### config.mk
export PLATFORM = sky130hd
export DESIGN_NAME = psram_wb_arbiter
export DESIGN_NICKNAME = d
export VERILOG_FILES = /design/src/rtl/psram_arb_pkg.sv /design/src/rtl/rr_arbiter2.sv /design/src/rtl/psram_wb_arbiter.sv
export SDC_FILE = /design/constraint.sdc
export NUM_CORES = 1
export LEC_CHECK = 0
export CORE_ASPECT_RATIO = 0.9
export CORE_MARGIN = 3
export CORE_UTILIZATION = 35
export DETAILED_ROUTE_END_ITERATION = 8
export DONT_BUFFER_PORTS = 1
export GPL_ROUTABILITY_DRIVEN = 0
export GPL_TIMING_DRIVEN = 0
export PLACE_DENSITY = 0.55
export SETUP_SLACK_MARGIN = 0.3
export SLEW_MARGIN = 25
export SYNTH_ARGS = -nofsm -noshare
export SYNTH_HDL_FRONTEND = slang
export SYNTH_SLANG_ARGS = --single-unit
export TNS_END_PERCENT = 1
### constraint.sdc
create_clock -name clk_i -period 1.63 [get_ports clk_i]
set_clock_uncertainty 0.05 [all_clocks]
set_input_delay 0.163 -clock clk_i [delete_from_list [all_inputs] [get_ports clk_i]]
set_output_delay 0.163 -clock clk_i [all_outputs]
set_load 0.005 [all_outputs]
### src/rtl/psram_arb_pkg.sv
// psram_arb_pkg: shared state encoding and sizing helpers for the PSRAM Wishbone arbiter.
package psram_arb_pkg;
    typedef logic [1:0] state_t;
    localparam state_t IDLE = 2'd0;
    localparam state_t BUSY = 2'd1;
    localparam state_t GAP  = 2'd2;

    function automatic int sel_width(input int dw);
        return dw / 8;
    endfunction

    // At least one bit so a disabled watchdog still yields a legal vector.
    function automatic int timer_width(input int n);
        return (n < 2) ? 1 : $clog2(n + 1);
    endfunction
endpackage

### src/rtl/rr_arbiter2.sv
// rr_arbiter2: two-way round-robin grant; on a tie the master not served last wins.
module rr_arbiter2 (
    input  logic req0,
    input  logic req1,
    input  logic last,
    output logic gnt_valid,
    output logic gnt_idx
);
    assign gnt_valid = req0 | req1;
    assign gnt_idx   = (req0 & req1) ? ~last : req1;
endmodule

### src/rtl/psram_wb_arbiter.sv
// psram_wb_arbiter: shares one PSRAM Wishbone slave between fetch (m0) and data (m1) masters,
// with registered requests, a post-transaction idle gap and a per-transaction timeout.
module psram_wb_arbiter
    import psram_arb_pkg::*;
#(
    parameter int AW             = 32,
    parameter int DW             = 32,
    parameter int TIMEOUT_CYCLES = 4096,
    parameter int GAP_CYCLES     = 1
) (
    input  logic                       clk_i,
    input  logic                       rst_i,
    input  logic [AW-1:0]              m0_adr_i,
    input  logic [DW-1:0]              m0_dat_i,
    input  logic [sel_width(DW)-1:0]   m0_sel_i,
    input  logic                       m0_we_i,
    input  logic                       m0_cyc_i,
    input  logic                       m0_stb_i,
    output logic [DW-1:0]              m0_dat_o,
    output logic                       m0_ack_o,
    output logic                       m0_err_o,
    input  logic [AW-1:0]              m1_adr_i,
    input  logic [DW-1:0]              m1_dat_i,
    input  logic [sel_width(DW)-1:0]   m1_sel_i,
    input  logic                       m1_we_i,
    input  logic                       m1_cyc_i,
    input  logic                       m1_stb_i,
    output logic [DW-1:0]              m1_dat_o,
    output logic                       m1_ack_o,
    output logic                       m1_err_o,
    output logic [AW-1:0]              s_adr_o,
    output logic [DW-1:0]              s_dat_o,
    output logic [sel_width(DW)-1:0]   s_sel_o,
    output logic                       s_we_o,
    output logic                       s_cyc_o,
    output logic                       s_stb_o,
    input  logic [DW-1:0]              s_dat_i,
    input  logic                       s_ack_i,
    output logic                       busy_o
);
    localparam int SW = sel_width(DW);
    localparam int TW = timer_width(TIMEOUT_CYCLES);

    state_t          state;
    logic            last, g, gnt_valid, gnt_idx, in_busy, ack_in, tmo;
    logic [TW-1:0]   timer;
    logic [3:0]      gap_cnt;
    logic [AW-1:0]   adr;
    logic [DW-1:0]   dat;
    logic [SW-1:0]   sel;
    logic            we;

    rr_arbiter2 u_rr (
        .req0      (m0_cyc_i & m0_stb_i),
        .req1      (m1_cyc_i & m1_stb_i),
        .last      (last),
        .gnt_valid (gnt_valid),
        .gnt_idx   (gnt_idx)
    );

    assign in_busy = state == BUSY;
    assign ack_in  = in_busy & s_ack_i;
    // Ack beats a simultaneous timeout; a zero limit disables the watchdog.
    assign tmo     = in_busy & ~s_ack_i & (TIMEOUT_CYCLES != 0)
                     & ({{(32-TW){1'b0}}, timer} == 32'(TIMEOUT_CYCLES - 1));

    always_ff @(posedge clk_i) begin
        if (rst_i) begin
            state   <= IDLE;
            last    <= 1'b1;
            g       <= 1'b0;
            timer   <= '0;
            gap_cnt <= '0;
            adr     <= '0;
            dat     <= '0;
            sel     <= '0;
            we      <= 1'b0;
        end else if (state == IDLE) begin
            if (gnt_valid) begin
                g     <= gnt_idx;
                adr   <= gnt_idx ? m1_adr_i : m0_adr_i;
                dat   <= gnt_idx ? m1_dat_i : m0_dat_i;
                sel   <= gnt_idx ? m1_sel_i : m0_sel_i;
                we    <= gnt_idx ? m1_we_i  : m0_we_i;
                timer <= '0;
                state <= BUSY;
            end
        end else if (in_busy) begin
            if (ack_in | tmo) begin
                last    <= g;
                gap_cnt <= '0;
                state   <= GAP;
            end else begin
                timer <= timer + TW'(1);
            end
        end else begin
            if (gap_cnt == 4'(GAP_CYCLES - 1)) state <= IDLE;
            else gap_cnt <= gap_cnt + 4'd1;
        end
    end

    assign s_adr_o  = adr;
    assign s_dat_o  = dat;
    assign s_sel_o  = sel;
    assign s_we_o   = we;
    assign s_cyc_o  = in_busy;
    assign s_stb_o  = in_busy;
    assign busy_o   = state != IDLE;
    assign m0_dat_o = s_dat_i;
    assign m1_dat_o = s_dat_i;
    assign m0_ack_o = ack_in & ~rst_i & ~g;
    assign m1_ack_o = ack_in & ~rst_i & g;
    assign m0_err_o = tmo & ~rst_i & ~g;
    assign m1_err_o = tmo & ~rst_i & g;
endmodule

==> flow_summary.rst, run 1 <==
.. list-table::
   :header-rows: 1

   * - Metric
     - Value
   * - CTS H-Tree Depth
     - 3
   * - Synth warn
     - 0
   * - Hold/Removal Path Class
     - input pin to register
   * - Net switching power
     - 1.74 mW
   * - Setup repair after global routing missed its margin
     - yes
   * - Dpl hpwl
     - 10.6 mm
   * - Crit path kind
     - register to register
   * - Clk_lat worst skew
     - 0.34 ns
   * - Kind of capture point of the worst setup path
     - register
   * - Pre-Repair DR Iteration Count
     - 6
   * - Multiplexer area fraction after synthesis
     - 0.152
   * - Final antenna-violating net count
     - 0
   * - Number of sinks on the clock net
     - 90
   * - Max-slew violation count
     - 0
   * - Critical path's largest stage delay
     - 0.34 ns
   * - Site row count
     - 39
   * - Post-Synth Simple-Gate Area
     - 0.136
   * - Pin count of the biggest net entering global routing
     - 15
   * - Fin nets
     - 732
   * - Syn-to-layout area delta
     - 44.8%
   * - Total number of vias
     - 4026
   * - Root buffer cell
     - sky130_fd_sc_hd__clkbuf_16
   * - Total routing resource utilization after global routing
     - 0.178
   * - Dpl cell area
     - 4920 µm²
   * - Post-synthesis sequential element count
     - 90
   * - Wire length of the first global-routing pass
     - 20.6 mm
   * - Inst Count DP
     - 679
   * - Fin crit period
     - 1.65 ns
   * - CP Max Fanout
     - 7
   * - I/O pins
     - 317
   * - Design Power
     - 6.04 mW
   * - DRC Markers
     - 0
   * - Fraction of synthesized cell area in xor and xnor cells
     - 0.00560
   * - Data arrival time of the critical path
     - 1.85 ns
   * - Maximum clock rate
     - 606 MHz
   * - Cells traversed along the worst timing path
     - buf_4 > and3_1 > buf_2 > and3_2 > or2_2 > a311oi_2
   * - Floorplan Core Area
     - 12900 µm²
   * - Total power per unit cell area
     - 888 nW/µm²
   * - Number of diodes added for antenna fixing
     - 0
   * - Die Outline Area
     - 14800 µm²
   * - Portion of the clock cycle consumed by the worst path in the final layout
     - 1.01
   * - Leakage
     - 2.56 nW
   * - Floorplan die height
     - 116 µm
   * - Initial standard-cell utilization of the core
     - 0.364
   * - Synth Cell Area
     - 4690 µm²
   * - Largest area contributor in the synthesized netlist
     - sky130_fd_sc_hd__dfxtp_1
   * - Post-route setup slack
     - -0.0197 ns
   * - Required time of the critical path
     - 1.83 ns
   * - Routed length per placed instance
     - 21.0 µm
   * - Final hold violation count
     - 0
   * - Average size of a mapped cell
     - 9.11 µm²
   * - Run status
     - finished with violations
   * - Main combinational cell family by area after synthesis
     - compound AO/OA/AOI/OAI gates
   * - Area share of the largest cell type after synthesis
     - 0.384
   * - DRC marker count from the first detailed-route iteration
     - 178
   * - Total setup violations reported at the end of the flow
     - 3
   * - Antenna violations before repair
     - 0
   * - CTS clk-pin slew, worst paths
     - 0.06 ns
   * - Worst-case clock buffer depth
     - 2
   * - Relative slew slack
     - 0.500
   * - Number of global-route vias before repair
     - 3834
   * - Number of I/O port buffers
     - 0
   * - Switching Share
     - 0.288
   * - Share of power burned in combinational logic
     - 0.232
   * - Startpoint Class
     - register
   * - Compound-Gate Fraction of Synth Area
     - 0.164
   * - Share of total power in the clock network
     - 0.340
   * - Sequential share of power
     - 0.428
   * - Post-route cell area
     - 6800 µm²
   * - Number of instances in the synthesized netlist
     - 515
   * - Failing checks
     - setup timing
   * - Count of maximum capacitance violations
     - 0
   * - Width of the chip
     - 128 µm
   * - WL final
     - 15.1 mm
   * - Top post-synthesis cells by area
     - sky130_fd_sc_hd__dfxtp_1, sky130_fd_sc_hd__mux2i_1, sky130_fd_sc_hd__a211oi_1
   * - Crit-path slowest cell
     - sky130_fd_sc_hd__dfxtp_2
   * - Net count after synthesis
     - 695
   * - Fraction of final layout cells with drive strength greater than 1
     - 0.535
   * - TritonCTS clock tree
     - done
   * - Internal
     - 4.29 mW
   * - Number of distinct library cell variants in the gate-level netlist after synthesis
     - 46
   * - Seq/Total Area, Yosys
     - 0.384
   * - Post-Layout Cell Count
     - 721
   * - Maximum vdd drop
     - 0.709 mV
   * - Num CTS Buffers
     - 9
   * - Total overflow reported by the global router
     - 0
   * - DR vias/cell
     - 5.58
   * - Worst-margin pin slew
     - 0.750 ns
   * - Synthesized-area fraction occupied by adder cells
     - 0.00800
[worst max-delay path: cells and delay by family, from the launching register on]
kind | cells | cell delay, ns
AO/OA/AOI/OAI | 1 | 0.26
buffers and inverters | 2 | 0.29
flip-flops | 1 | 0.34
AND/OR/NAND/NOR | 3 | 0.63
[through the flow]
| stage | hold slack, ns | worst slack (ns) | utilization | setup TNS (ns) |
|---|---|---|---|---|
| detailed placement | 0.359 | -0.384 | 0.382 | -15.64 |
| CTS | 0.000425 | -0.0121 | 0.457 | -0.0410 |
| finish | 0.00469 | -0.0197 | 0.527 | -0.0378 |
| floorplan | 0.347 | 0.0259 | - | 0 |
| global route | 0.00329 | -0.0782 | 0.527 | -0.595 |
| global placement | 0.355 | -0.358 | 0.382 | -12.89 |
[Yosys cell counts (all sizes together)]
master  number
mux2i       70
or4          1
nor2        79
o221ai       1
and2         3
mux2         1
a31oi       14
ha           3
nor4         3
o31ai        1
a22o         1
and3         7
xor2         2
and4         2
inv         10
o22ai        1
a21oi        3
a211oi      70
o32ai        1
a41oi        1
a311oi       2
nand4b       1
nor3         4
nand3        9
o41a         1
clkbuf      14
nand2b       3
nand3b       1
or2          1
or3          4
o21ai        7
dfxtp       90
nand4        6
buf         87
o311ai       2
nand2        8
xnor2        1
[logic make-up (layout without fill, tap and decap cells)]
| logic type | after synthesis | count (layout) |
|---|---|---|
| AO/OA/AOI/OAI | 105 | 105 |
| XOR/XNOR | 3 | 3 |
| adder cells (fa/ha/maj) | 3 | 3 |
| buffers and inverters | 111 | 153 |
| flip-flops | 90 | 90 |
| multiplexers | 71 | 71 |
| AND/OR/NAND/NOR | 132 | 132 |
[power groups by stage]
stage	Sequential (mW)	Combinational, mW	Clock, mW
floorplan	2.54	0.665	0
global placement	2.60	0.808	0
detailed placement	2.60	0.827	0
CTS	2.56	1.04	2.12
global route	2.60	1.50	2.18
finish	2.58	1.40	2.05
[layout make-up]
cell class / count / area [µm²]
plain buffers: 101 / 986
clock buffers: 10 / 229
clock inverters: 6 / 57.6
fillers: 1108 / 6090
inverters: 10 / 41.3
multi-input cells: 314 / 3210
flip-flops and latches: 90 / 1830
well taps: 164 / 205
repair buffers: 26 / 243
[routing by layer]
metal,track usage,up-vias,share of wire
met5,0,-,0
met3,0.0493,18,0.076
met2,0.310,189,0.52
li1,-,1883,-
met1,0.213,1936,0.39
met4,0.0566,0,0.015
[sequential cells by signal, summed over array words and instances (netlist names)]
| register | flops |
|---|---|
| gap_cnt | 4 |
| s_sel_o | 4 |
| last | 1 |
| s_adr_o | 32 |
| s_dat_o | 32 |
| g | 1 |
| s_we_o | 1 |
| state | 2 |
| timer | 13 |
[timing repair]
action	in CTS	in global routing
endpoints found under the setup margin	97	97
hold buffers	19	0
setup buffers	6	1
pin swaps	42	105
gates resized for setup	123	194
endpoints found under the hold margin	12	0
[final timing paths]
kind,from,endpoint,slack (ns),cells after the start
worst max-delay path,timer[0],timer[5],-0.02,6
worst max register to register,timer[0],timer[5],-0.02,6
worst min register to register,timer[12],timer[12],0.41,2
worst min-delay path,m1_dat_i[24],s_dat_o[24],0.005,2
[placed cells by master (no fill, tap or decap), types with 3 or more instances in the layout]
cell / instances
sky130_fd_sc_hd__dfxtp_1: 77
sky130_fd_sc_hd__buf_4: 71
sky130_fd_sc_hd__a211oi_2: 56
sky130_fd_sc_hd__nor2_1: 38
sky130_fd_sc_hd__mux2i_4: 27
sky130_fd_sc_hd__nor2_4: 25
sky130_fd_sc_hd__mux2i_2: 22
sky130_fd_sc_hd__mux2i_1: 21
sky130_fd_sc_hd__dlygate4sd3_1: 19
sky130_fd_sc_hd__nor2_2: 16
sky130_fd_sc_hd__a31oi_1: 14
sky130_fd_sc_hd__a211oi_1: 14
sky130_fd_sc_hd__clkbuf_1: 10
sky130_fd_sc_hd__clkbuf_16: 10
sky130_fd_sc_hd__buf_12: 10
sky130_fd_sc_hd__dfxtp_2: 9
sky130_fd_sc_hd__inv_1: 8
sky130_fd_sc_hd__buf_6: 7
sky130_fd_sc_hd__nand2_1: 6
sky130_fd_sc_hd__nand4_1: 5
sky130_fd_sc_hd__nand3_1: 5
sky130_fd_sc_hd__nand3_2: 4
sky130_fd_sc_hd__or3_1: 4
sky130_fd_sc_hd__and3_1: 4
sky130_fd_sc_hd__o21ai_0: 4
sky130_fd_sc_hd__clkinv_2: 4
sky130_fd_sc_hd__dfxtp_4: 4
sky130_fd_sc_hd__buf_8: 3
sky130_fd_sc_hd__buf_16: 3
sky130_fd_sc_hd__a21oi_1: 3
sky130_fd_sc_hd__and3_2: 3
sky130_fd_sc_hd__nor3_1: 3
(Power assumes the default switching activity.)
==> run 2, diff against run 1 <==
SKIP_CTS_REPAIR_TIMING = 1   (was unset)
==> flow_summary.rst, run 2 (synthesized netlist as in run 1, its figures left out) <==
.. list-table::
   :header-rows: 1

   * - Metric
     - Value
   * - Die Outline Area
     - 14800 µm²
   * - Dpl hpwl
     - 10.6 mm
   * - Hold path startpoint
     - m1_adr_i[28]
   * - Worst-case clock buffer depth
     - 2
   * - Destination of the worst hold path
     - s_adr_o[28]
   * - Fraction of final layout cells with drive strength greater than 1
     - 0.348
   * - Design Power
     - 5.60 mW
   * - Area used by sequential logic in the layout
     - 1840 µm²
   * - Portion of the clock cycle consumed by the worst path in the final layout
     - 1.03
   * - Total power per unit cell area
     - 953 nW/µm²
   * - Wire length of the first global-routing pass
     - 19.3 mm
   * - Required time of the critical path
     - 1.79 ns
   * - Root buffer cell
     - sky130_fd_sc_hd__clkbuf_16
   * - WL final
     - 14.1 mm
   * - Relative slew slack
     - 0.577
   * - Total overflow reported by the global router
     - 0
   * - Data arrival time of the critical path
     - 1.84 ns
   * - Startpoint Class
     - register
   * - CTS clk-pin slew, worst paths
     - 0.06 ns
   * - Post-route cell area
     - 5870 µm²
   * - Post-route setup slack
     - -0.0543 ns
   * - Kind of capture point of the worst setup path
     - register
   * - Number of diodes added for antenna fixing
     - 0
   * - Antenna violations before repair
     - 0
   * - Commonest cells after routing, fill and taps aside
     - sky130_fd_sc_hd__buf_4, sky130_fd_sc_hd__dfxtp_1, sky130_fd_sc_hd__nor2_1
   * - Run status
     - finished with violations
   * - Fin nets
     - 718
   * - First element of the critical path
     - timer[0]
   * - Total routing resource utilization after global routing
     - 0.169
   * - Routed length per placed instance
     - 19.9 µm
   * - Final setup TNS
     - -0.414 ns
   * - Maximum vdd drop
     - 0.684 mV
   * - Maximum clock rate
     - 594 MHz
   * - Syn-to-layout area delta
     - 25.1%
   * - DRC Markers
     - 0
   * - Worst hold slack across all endpoints
     - 0.000851 ns
   * - Worst-margin pin slew
     - 0.635 ns
   * - DRC marker count from the first detailed-route iteration
     - 179
   * - Worst Hold Depth
     - 2
   * - Reg-to-Reg End
     - timer[4]
   * - Fin crit period
     - 1.68 ns
   * - Fill cells
     - 1229
   * - Inst Count DP
     - 679
   * - Crit path kind
     - register to register
   * - Total number of vias
     - 3853
   * - Leakage
     - 2.50 nW
   * - CP Max Fanout
     - 8
   * - Final antenna-violating net count
     - 0
   * - DR vias/cell
     - 5.45
   * - Final hold violation count
     - 0
   * - Hold/Removal Path Class
     - input pin to register
   * - Pre-Repair DR Iteration Count
     - 4
   * - Num CTS Buffers
     - 9
   * - Launching point of the worst reg2reg path
     - timer[0]
   * - Setup repair after global routing missed its margin
     - yes
   * - Count of maximum capacitance violations
     - 0
   * - TritonCTS clock tree
     - done
   * - Width of the chip
     - 128 µm
   * - Number of sinks on the clock net
     - 90
   * - Site row count
     - 39
   * - Pin count of the biggest net entering global routing
     - 15
   * - Multi-input logic area
     - 2510 µm²
   * - Leading cell type in the layout, fill and taps excluded
     - sky130_fd_sc_hd__buf_4
   * - Worst reg-to-reg path cell count
     - 6
   * - I/O pins
     - 317
   * - Flop-to-flop setup slack
     - -0.05 ns
   * - Number of global-route vias before repair
     - 3569
   * - Initial standard-cell utilization of the core
     - 0.364
   * - Max-slew violation count
     - 0
   * - Total setup violations reported at the end of the flow
     - 13
   * - Dpl cell area
     - 4920 µm²
   * - Post-Layout Cell Count
     - 707
   * - Failing checks
     - setup timing
   * - Floorplan Core Area
     - 12900 µm²
   * - Clk_lat worst skew
     - 0.34 ns
   * - CTS H-Tree Depth
     - 3
   * - Floorplan die height
     - 116 µm
   * - Number of I/O port buffers
     - 0
run 2: per-stage QoR:
step                      worst slack (ns)  utilization
after global routing                -0.143        0.456
after global placement              -0.358        0.382
final                              -0.0543        0.456
after floorplan                     0.0259            -
after CTS                           -0.517        0.404
after detailed placement            -0.384        0.382
run 2: metal layers:
metal,wire [µm],global-route usage,part of all wire,vias up
li1,-,-,-,1843
met1,5640,0.209,0.40,1801
met2,7160,0.284,0.51,194
met3,1050,0.0479,0.075,15
met4,208,0.0537,0.015,0
met5,0,0,0,-
run 2: power breakdown:
group	total [mW]	internal, mW	switching (mW)	leakage (nW)
Clock	2.05	1.18	0.873	0.142
Sequential	2.53	2.37	0.160	0.751
Combinational	1.02	0.512	0.503	1.61
run 2: critical path, stage by stage (launching register included):
cell                      delay, ns
sky130_fd_sc_hd__dfxtp_4       0.37
sky130_fd_sc_hd__ha_4          0.18
sky130_fd_sc_hd__nand2_4       0.07
sky130_fd_sc_hd__or4_4         0.54
sky130_fd_sc_hd__buf_8         0.16
sky130_fd_sc_hd__a31oi_1       0.12
sky130_fd_sc_hd__a31oi_1       0.06
run 2: layout make-up:
| type | instances | share of cell area |
|---|---|---|
| inverters | 10 | 0.00639 |
| plain buffers | 101 | 0.154 |
| clock buffers | 10 | 0.0390 |
| well taps | 164 | 0.0349 |
| multi-input cells | 314 | 0.428 |
| clock inverters | 6 | 0.00980 |
| flip-flops and latches | 90 | 0.313 |
| repair buffers | 12 | 0.0158 |
run 2: worst max-delay path by stage:
stage	to	cells past startpoint
after floorplan	timer[10]	6
after global placement	s_dat_o[11]	6
after detailed placement	s_dat_o[14]	6
after CTS	m0_err_o	5
after global routing	m0_err_o	5
final	timer[4]	6
==> run 3, diff against run 2 <==
CORE_MARGIN = 4   (was 3)
HOLD_SLACK_MARGIN = 0.12   (was unset)
SETUP_SLACK_MARGIN = unset   (was 0.3)
==> flow_summary.rst, run 3 (synthesized netlist as in run 1, its figures left out) <==
.. list-table::
   :header-rows: 1

   * - Metric
     - Value
   * - Number of global-route vias before repair
     - 3854
   * - Clk_lat worst skew
     - 0.34 ns
   * - Post-Layout Cell Count
     - 832
   * - Syn-to-layout area delta
     - 43.3%
   * - Data arrival time of the critical path
     - 1.58 ns
   * - Wire length of the first global-routing pass
     - 21.3 mm
   * - Width of the chip
     - 130 µm
   * - Launching point of the worst reg2reg path
     - state[1]
   * - Maximum clock rate
     - 556 MHz
   * - Total setup violations reported at the end of the flow
     - 24
   * - Post-Place Worst Slack
     - -0.546 ns
   * - Number of diodes added for antenna fixing
     - 0
   * - Number of sinks on the clock net
     - 90
   * - Crit path kind
     - register to primary output
   * - Post-route setup slack
     - -0.167 ns
   * - Leading cell type in the layout, fill and taps excluded
     - sky130_fd_sc_hd__dlygate4sd3_1
   * - Startpoint Class
     - register
   * - Num CTS Buffers
     - 9
   * - Floorplan Core Area
     - 12900 µm²
   * - WL final
     - 16.6 mm
   * - Destination of the worst hold path
     - s_dat_o[15]
   * - TritonCTS clock tree
     - done
   * - Cells traversed along the worst timing path
     - nand2b_4 > buf_6 > nor3_4 > nand3_2 > nor2_2
   * - Site row count
     - 39
   * - Failing checks
     - setup timing
   * - Fill cells
     - 1121
   * - Count of maximum capacitance violations
     - 0
   * - Run status
     - finished with violations
   * - Total overflow reported by the global router
     - 0
   * - Crit-path slowest cell
     - sky130_fd_sc_hd__dfxtp_4
   * - Commonest cells after routing, fill and taps aside
     - sky130_fd_sc_hd__dlygate4sd3_1, sky130_fd_sc_hd__dfxtp_1, sky130_fd_sc_hd__buf_4
   * - Antenna violations before repair
     - 0
   * - Final antenna-violating net count
     - 0
   * - I/O pins
     - 317
   * - CTS clk-pin slew, worst paths
     - 0.07 ns
   * - Leakage
     - 2.99 nW
   * - Initial standard-cell utilization of the core
     - 0.363
   * - Pin count of the biggest net entering global routing
     - 17
   * - CP Max Fanout
     - 8
   * - Fin nets
     - 843
   * - Portion of the clock cycle consumed by the worst path in the final layout
     - 1.10
   * - DRC Markers
     - 0
   * - Worst-case clock buffer depth
     - 2
   * - Required time of the critical path
     - 1.42 ns
   * - Worst reg-to-reg path cell count
     - 6
   * - Total power per unit cell area
     - 868 nW/µm²
   * - Hold path startpoint
     - m1_dat_i[15]
   * - Total routing resource utilization after global routing
     - 0.178
   * - Inst Count DP
     - 679
   * - Maximum vdd drop
     - 0.408 mV
   * - DRC marker count from the first detailed-route iteration
     - 166
   * - DR vias/cell
     - 5.34
   * - Hold/Removal Path Class
     - input pin to register
   * - Root buffer cell
     - sky130_fd_sc_hd__clkbuf_16
   * - Critical path's largest stage delay
     - 0.36 ns
   * - CTS H-Tree Depth
     - 3
   * - Die Outline Area
     - 15300 µm²
   * - Fraction of final layout cells with drive strength greater than 1
     - 0.217
   * - Total number of vias
     - 4441
   * - Relative slew slack
     - 0.505
   * - Pre-Repair DR Iteration Count
     - 4
   * - Routed length per placed instance
     - 20.0 µm
   * - Setup repair after global routing missed its margin
     - yes
   * - Worst Hold Depth
     - 2
   * - Flop-to-flop setup slack
     - -0.06 ns
   * - Kind of capture point of the worst setup path
     - primary output
   * - Worst-margin pin slew
     - 0.735 ns
   * - Max-slew violation count
     - 0
   * - Floorplan die height
     - 118 µm
   * - Final hold violation count
     - 0
   * - Reg-to-Reg End
     - s_dat_o[19]
   * - Number of I/O port buffers
     - 0
   * - Fin crit period
     - 1.80 ns
   * - Dpl hpwl
     - 11.5 mm
## run 3: per-layer routing
layer / track usage / up-vias / routed length, µm
li1: - / 2088 / -
met1: 0.214 / 2115 / 6370
met2: 0.305 / 212 / 8660
met3: 0.0499 / 26 / 1250
met4: 0.0539 / 0 / 363
met5: 0 / - / 0
## run 3: cell type report
type                            count  area (µm²)  area share
Buffer                            100         717       0.107
Multi-Input combinational cell    314        2280       0.339
Inverter                           10        37.5     0.00558
Sequential cell                    90        1820       0.270
Timing Repair Buffer              138        1370       0.203
Clock buffer                        9         225      0.0335
Tap cell                          164         205      0.0305
Clock inverter                      7        76.3      0.0113
## run 3: worst max-delay path: cells and delay by family (launching register included)
family	cells	cell delay, ns
simple gates	4	0.75
buf+inv	1	0.14
flops	1	0.36
## run 3: worst max-delay path by stage
stage	start	endpoint	slack, ns
final	state[1]	m1_err_o	-0.17
after global routing	state[1]	m1_err_o	-0.24
after CTS	last	s_dat_o[14]	-0.56
after detailed placement	last	s_dat_o[14]	-0.55
after global placement	last	s_dat_o[14]	-0.48
after floorplan	timer[0]	timer[10]	0.009
## run 3: report_power, final
group,internal [mW],total [mW],switching [mW]
logic,0.609,1.15,0.540
clock network,1.20,2.14,0.939
registers,2.38,2.55,0.167
## run 3: through the flow
step / setup TNS [ns] / utilization / hold slack (ns) / power (mW) / cell area, µm²
2_1_floorplan: 0 / - / 0.347 / 3.20 / 4710
3_3_place_gp: -17.45 / 0.380 / 0.353 / 3.42 / 4920
3_5_place_dp: -22.21 / 0.380 / 0.359 / 3.44 / 4920
4_1_cts: -24.06 / 0.403 / -0.0123 / 5.59 / 5220
5_1_grt: -7.38 / 0.520 / 0.114 / 6.11 / 6730
6_report: -0.977 / 0.520 / 0.0935 / 5.84 / 6730
